`src/rtl/placar_scheduler.sv`:
```
// Scheduler that time-shares one digit recogniser across the score digit slots and commits a binary score.
// Latency: 1 + NUM_DIGITS*(L+2) + 1 cycles from iFrameEnd to oScoreValid/oError, where L is the processor latency.
// Backpressure: none; an iFrameEnd that arrives while busy is dropped and flagged on oOverrun.
// Build option: define SCORE_STABLE_EN to commit only after two consecutive identical error-free frames.
module placar_scheduler #(
    parameter int NUM_DIGITS = 7,
    parameter int TIMEOUT    = 1023,
    parameter int SCORE_W    = 24
) (
    input  logic                    iCLK,
    input  logic                    iRST_N,
    input  logic                    iFrameEnd,
    output logic [2:0]              oDigitSel,
    output logic                    oProcStart,
    input  logic                    iProcDone,
    input  logic [3:0]              iProcDigit,
    output logic [4*NUM_DIGITS-1:0] oDigits,
    output logic [SCORE_W-1:0]      oScore,
    output logic                    oScoreValid,
    output logic                    oBusy,
    output logic                    oError,
    output logic                    oOverrun
);

    localparam int              TW         = $clog2(TIMEOUT + 1);
    localparam logic [TW-1:0]   TIMER_LAST = TW'(TIMEOUT - 1);
    localparam logic [2:0]      LAST_SLOT  = 3'(NUM_DIGITS);

    typedef enum logic [2:0] {
        S_IDLE,
        S_ISSUE,
        S_WAIT,
        S_STORE,
        S_COMMIT
    } state_t;

    state_t                    r_state;
    state_t                    w_state_nxt;
    logic [2:0]                r_slot;
    logic [TW-1:0]             r_timer;
    logic [3:0]                r_code;
    logic [SCORE_W-1:0]        r_acc;
    logic                      r_err;
    logic [4*NUM_DIGITS-1:0]   r_buf;
    logic [4*NUM_DIGITS-1:0]   r_digits;
    logic [SCORE_W-1:0]        r_score;
    logic                      r_score_vld;
    logic                      r_error;
    logic                      w_timeout;
    logic [SCORE_W-1:0]        w_acc_nxt;
`ifdef SCORE_STABLE_EN
    logic [4*NUM_DIGITS-1:0]   r_cand;
    logic                      r_cand_vld;
`endif

    // The timer counts completed WAIT cycles; the slot is aborted after TIMEOUT of them.
    assign w_timeout = (r_timer == TIMER_LAST);
    // acc*10 + code built from shifts, wrapping at SCORE_W bits.
    assign w_acc_nxt = (r_acc << 3) + (r_acc << 1) + SCORE_W'(r_code);

    assign oDigitSel   = r_slot;
    assign oProcStart  = (r_state == S_ISSUE);
    assign oBusy       = (r_state != S_IDLE);
    assign oOverrun    = iFrameEnd && (r_state != S_IDLE);
    assign oDigits     = r_digits;
    assign oScore      = r_score;
    assign oScoreValid = r_score_vld;
    assign oError      = r_error;

    // State register.
    always_ff @(posedge iCLK or negedge iRST_N) begin
        if (!iRST_N) begin
            r_state <= S_IDLE;
        end else begin
            r_state <= w_state_nxt;
        end
    end

    // Next-state logic: walk the slots ISSUE -> WAIT -> STORE, then COMMIT once the last slot is stored.
    always_comb begin
        w_state_nxt = r_state;
        case (r_state)
            S_IDLE:   if (iFrameEnd) w_state_nxt = S_ISSUE;
            S_ISSUE:  w_state_nxt = S_WAIT;
            S_WAIT:   if (iProcDone || w_timeout) w_state_nxt = S_STORE;
            S_STORE:  w_state_nxt = (r_slot == LAST_SLOT) ? S_COMMIT : S_ISSUE;
            S_COMMIT: w_state_nxt = S_IDLE;
            default:  w_state_nxt = S_IDLE;
        endcase
    end

    // Datapath: slot counter, timer, code capture, accumulation and the committed outputs.
    always_ff @(posedge iCLK or negedge iRST_N) begin
        if (!iRST_N) begin
            r_slot      <= 3'd1;
            r_timer     <= '0;
            r_code      <= 4'hF;
            r_acc       <= '0;
            r_err       <= 1'b0;
            r_buf       <= {NUM_DIGITS{4'hF}};
            r_digits    <= {NUM_DIGITS{4'hF}};
            r_score     <= '0;
            r_score_vld <= 1'b0;
            r_error     <= 1'b0;
`ifdef SCORE_STABLE_EN
            r_cand      <= {NUM_DIGITS{4'hF}};
            r_cand_vld  <= 1'b0;
`endif
        end else begin
            r_score_vld <= 1'b0;
            r_error     <= 1'b0;
            case (r_state)
                S_IDLE: begin
                    r_slot <= 3'd1;
                    if (iFrameEnd) begin
                        r_acc <= '0;
                        r_err <= 1'b0;
                    end
                end
                S_ISSUE: begin
                    r_timer <= '0;
                end
                S_WAIT: begin
                    r_timer <= r_timer + 1'b1;
                    // A done arriving on the timeout cycle still delivers its code.
                    if (iProcDone) begin
                        r_code <= iProcDigit;
                    end else if (w_timeout) begin
                        r_code <= 4'hF;
                        r_err  <= 1'b1;
                    end
                end
                S_STORE: begin
                    for (int k = 1; k <= NUM_DIGITS; k++) begin
                        if (r_slot == 3'(k)) r_buf[4*k-4 +: 4] <= r_code;
                    end
                    if (r_code <= 4'd9) begin
                        r_acc <= w_acc_nxt;
                    end else begin
                        r_err <= 1'b1;
                    end
                    if (r_slot != LAST_SLOT) r_slot <= r_slot + 3'd1;
                end
                S_COMMIT: begin
                    r_slot <= 3'd1;
                    if (!r_err) begin
`ifdef SCORE_STABLE_EN
                        // Only a repeat of the held candidate is trusted enough to publish.
                        if (r_cand_vld && (r_cand == r_buf)) begin
                            r_digits    <= r_buf;
                            r_score     <= r_acc;
                            r_score_vld <= 1'b1;
                        end
                        r_cand     <= r_buf;
                        r_cand_vld <= 1'b1;
`else
                        r_digits    <= r_buf;
                        r_score     <= r_acc;
                        r_score_vld <= 1'b1;
`endif
                    end else begin
                        r_error <= 1'b1;
`ifdef SCORE_STABLE_EN
                        r_cand_vld <= 1'b0;
`endif
                    end
                end
                default: begin
                    r_slot <= 3'd1;
                end
            endcase
        end
    end

endmodule
```
`config.mk`:
```
export PLATFORM = sky130hd
export DESIGN_NAME = placar_scheduler
export DESIGN_NICKNAME = d
export VERILOG_FILES = /design/src/rtl/placar_scheduler.sv
export SDC_FILE = /design/constraint.sdc
export NUM_CORES = 1
export LEC_CHECK = 0
export ABC_AREA = 1
export BUFFER_PORTS_ARGS = -buffer_cell sky130_fd_sc_hd__buf_2
export CAP_MARGIN = 25
export CORE_MARGIN = 1
export CORE_UTILIZATION = 54
export CTS_CLUSTER_SIZE = 14
export DETAILED_ROUTE_END_ITERATION = 16
export PLACE_DENSITY = 0.79
export SYNTH_ARGS = -nofsm -noshare
export SYNTH_HDL_FRONTEND = slang
export SYNTH_SLANG_ARGS = --single-unit
```
`constraint.sdc`:
```
create_clock -name iCLK -period 2.3 [get_ports iCLK]
set_clock_uncertainty 0.05 [all_clocks]
set_input_delay 0.46 -clock iCLK [delete_from_list [all_inputs] [get_ports iCLK]]
set_output_delay 0.46 -clock iCLK [all_outputs]
set_load 0.02 [all_outputs]
```
==> results.sh <==
export IMPL_power_total_w=0.009174
export IMPL_final_hold_violation_count=0
export IMPL_crit_type="flop to flop"
export IMPL_reg2reg_to="r_acc[22]$_DFFE_PN0P_"
export IMPL_clk_path_buf_depth=2
export IMPL_grt_pass1_wl_um=26390
export IMPL_yosysTopAreaCell="dfrtp_1"
export IMPL_synth_cell_types=34
export IMPL_path_cells="inv_2, fa_1, inv_2, fa_2, nand3_4, nand3_4, buf_4, nand2_2, nand3_1, nand2_1, nand3_1, nand2_1"
export IMPL_antenna_cells=0
export IMPL_async_flop_share=1.000
export IMPL_max_freq_mhz=432.6
export IMPL_coreArea_um2=12160
export IMPL_placedCellCount=1101
export IMPL_drtIter0Drc=352
export IMPL_r2r_start="r_code[3]$_DFFE_PN1P_"
export IMPL_drv_cap=0
export IMPL_end_kind="flop"
export IMPL_cts_sinks=127
export IMPL_crit_required_ps=2610
export IMPL_crit_fanout=3
export IMPL_tightestPinTransition_ps=514.8
export IMPL_start_util=0.5627
export IMPL_wirelength_um=15740
export IMPL_clockRootBuffer="clkbuf_16"
export IMPL_antenna_left=0
export IMPL_worstRegToRegCells=12
export IMPL_period_needed_ps=2312
export IMPL_p_comb_frac=0.334
export IMPL_seq_area_frac_synth=0.4756
export IMPL_synth_seq_cells=127
export IMPL_htree_levels=4
export IMPL_setup_viol=4
export IMPL_grt_antenna_before_repair=0
export IMPL_grtUsageMet2=0.4085
export IMPL_dp_slack_ps=-70.78
export IMPL_crit_path_top_delay_cell="dfstp_2"
export IMPL_place_congestion=0.9193
export IMPL_switching_share=0.3605
export IMPL_routed_via_count=5881
export IMPL_path_clk_slew_ps=60
export IMPL_yosys_top_cells_area="dfrtp_1 (24%), dfstp_2 (23%), nand2_1 (19%)"
export IMPL_reg2reg_slack_ps=-10
export IMPL_ir_drop_uv=671.1
export IMPL_switching_power_w=0.003307
export IMPL_min_path_cells=3
export IMPL_grt_pass1_vias=5550
export IMPL_die_x_um=114.6
export IMPL_p_int_w=0.005866
export IMPL_routedWlPerCell_um=13.87
export IMPL_leakage_nw=4.462
export IMPL_cts_tree="done"
export IMPL_synth_edf_count=0
export IMPL_ios=68
export IMPL_final_cell_mix="nand2_1 (322), inv_1 (105), buf_2 (66)"
export IMPL_fin_area_um2=8327
export IMPL_ys_warn_count=0
export IMPL_drc_errors=0
export IMPL_areaGrowthSynthToFinish_pct=21.69
export IMPL_drv_slew=0
export IMPL_top_usage_layer="met2"
export IMPL_power_frac_seq=0.354
export IMPL_syn_area_um2=6843
export IMPL_hpwl_um=11050
export IMPL_grt_usage=0.2586
export IMPL_power_density_nw_per_um2=1102
export IMPL_clkPwrFrac=0.312
export IMPL_nets=1014
export IMPL_dpl_instance_area_um2=7463
export IMPL_fin_cells=1135
export IMPL_rows=40
export IMPL_rsz0062_at_grt="yes"
export IMPL_violations="setup timing"
export IMPL_worstPathArrival_ps=2620
export IMPL_routed_via_density=5.181
export IMPL_status="finished with violations"
export IMPL_mostFrequentLayoutCell="nand2_1"
export IMPL_seq_area_um2=3256
export IMPL_grt_ovfl_total=0
export IMPL_port_buffers=67
export IMPL_grt_met3_usage=0.05241
export IMPL_cp_start_kind="flop"
export IMPL_setup_ws_ps=-11.52
export IMPL_min_path_type="primary input to flop"
export IMPL_synth_top_area_share=0.2414
export IMPL_finalCritPeriodShare=1.005
export IMPL_multi_input_area_um2=3303
export IMPL_tns_ps=-29.92
export IMPL_layout_drive_gt1_share=0.2389
export IMPL_n_fill_cell=947
export IMPL_syn_inst=865
export IMPL_post_cts_buffers=0
export IMPL_hp_start="iProcDone"
export IMPL_clock_latency_ps=420
export IMPL_fp_dieH_um=114.6
export IMPL_cts_made_buffers=17
export IMPL_cpPeakStageDelay_ps=540
export IMPL_die_area_um2=13130
export IMPL_drtPass1Iterations=5
export IMPL_ys_flop_type="dfrtp_1"
export IMPL_grt_start_max_net_pins=71
export IMPL_maxSlewHeadroom=0.6563
export IMPL_hold_end="r_state[0]$_DFFE_PN0P_"
export IMPL_syn_nets=925
export IMPL_met1_usage=0.3506
export IMPL_avgSynthCellArea_um2=7.911
[power groups by stage]
stage	Sequential, W	Clock, W	Combinational [W]
floorplan	0.00318	0	0.00195
global placement	0.00325	0	0.00268
detailed placement	0.00326	0	0.00273
CTS	0.00324	0.00289	0.00280
global route	0.00331	0.00300	0.00344
finish	0.00325	0.00286	0.00307
[worst max-delay path: cells and delay by family (launching register included)]
kind,cells,cell delay (ps)
flip-flops,1,540
AND/OR/NAND/NOR,7,540
buffers and inverters,3,250
adder cells (fa/ha/maj),2,870
[timing repair]
| action | CTS | global route |
|---|---|---|
| pin swaps | 5 | 15 |
| setup endpoints to repair | 14 | 19 |
| hold buffers | 1 | 0 |
| resized for setup | 7 | 42 |
| endpoints found under the hold margin | 1 | 0 |
[how the worst max path moves through the flow]
stage                          startpoint               endpoint  cells past startpoint
floorplan           r_code[3]$_DFFE_PN1P_  r_acc[13]$_DFFE_PN0P_                     12
global placement    r_code[3]$_DFFE_PN1P_  r_acc[17]$_DFFE_PN0P_                     14
detailed placement  r_code[3]$_DFFE_PN1P_  r_acc[13]$_DFFE_PN0P_                     14
CTS                 r_code[3]$_DFFE_PN1P_  r_acc[14]$_DFFE_PN0P_                     13
global route        r_code[3]$_DFFE_PN1P_  r_acc[12]$_DFFE_PN0P_                     11
finish              r_code[3]$_DFFE_PN1P_  r_acc[22]$_DFFE_PN0P_                     12
[per-stage QoR]
stage / hold slack (ps) / util
floorplan: 114.4 / -
global placement: 284.8 / 0.6137
detailed placement: 280.7 / 0.6137
CTS: 233.5 / 0.6682
global route: 245.2 / 0.6847
finish: 247.4 / 0.6847
[Yosys cell counts, types with 7 or more instances]
cell type	number
nand2_1	339
o21ai_1	7
ha_1	50
dfstp_2	61
o21ai_0	64
nand3_1	32
nor2_1	44
nor3_1	7
clkbuf_1	10
a21oi_1	29
inv_1	107
o22ai_1	7
dfrtp_1	66
[cell families (layout without fill, tap and decap cells)]
| group | count (synthesis) | after routing | synth area share |
|---|---|---|---|
| AO/OA/AOI/OAI | 113 | 113 | 0.08704 |
| XOR/XNOR | 7 | 7 | 0.008960 |
| adder cells (fa/ha/maj) | 52 | 52 | 0.09728 |
| buffers and inverters | 126 | 228 | 0.07095 |
| flip-flops | 127 | 127 | 0.4756 |
| AND/OR/NAND/NOR | 440 | 440 | 0.2602 |
[flip-flops by register name (all words and copies together), names as in the netlist]
name	count
r_buf	28
r_code	4
oDigits	28
oScore	24
oError	1
r_timer	10
r_state	3
r_err	1
oDigitSel	3
oScoreValid	1
r_acc	24
[cell type report]
class                           count  share of cell area
Clock buffer                       22             0.05965
Tap cell                          168             0.02524
Timing Repair Buffer               84             0.05965
Sequential cell                   127              0.3910
Inverter                          112             0.05049
Clock inverter                     10             0.01728
Multi-Input combinational cell    612              0.3967
[per-layer routing]
layer / wire (µm) / share of wire / vias up
li1: - / - / 2921
met1: 7280 / 0.46 / 2767
met2: 7431 / 0.47 / 170
met3: 783 / 0.050 / 23
met4: 248 / 0.016 / 0
met5: 0 / 0 / -
Power figures use the tool's default switching activity.
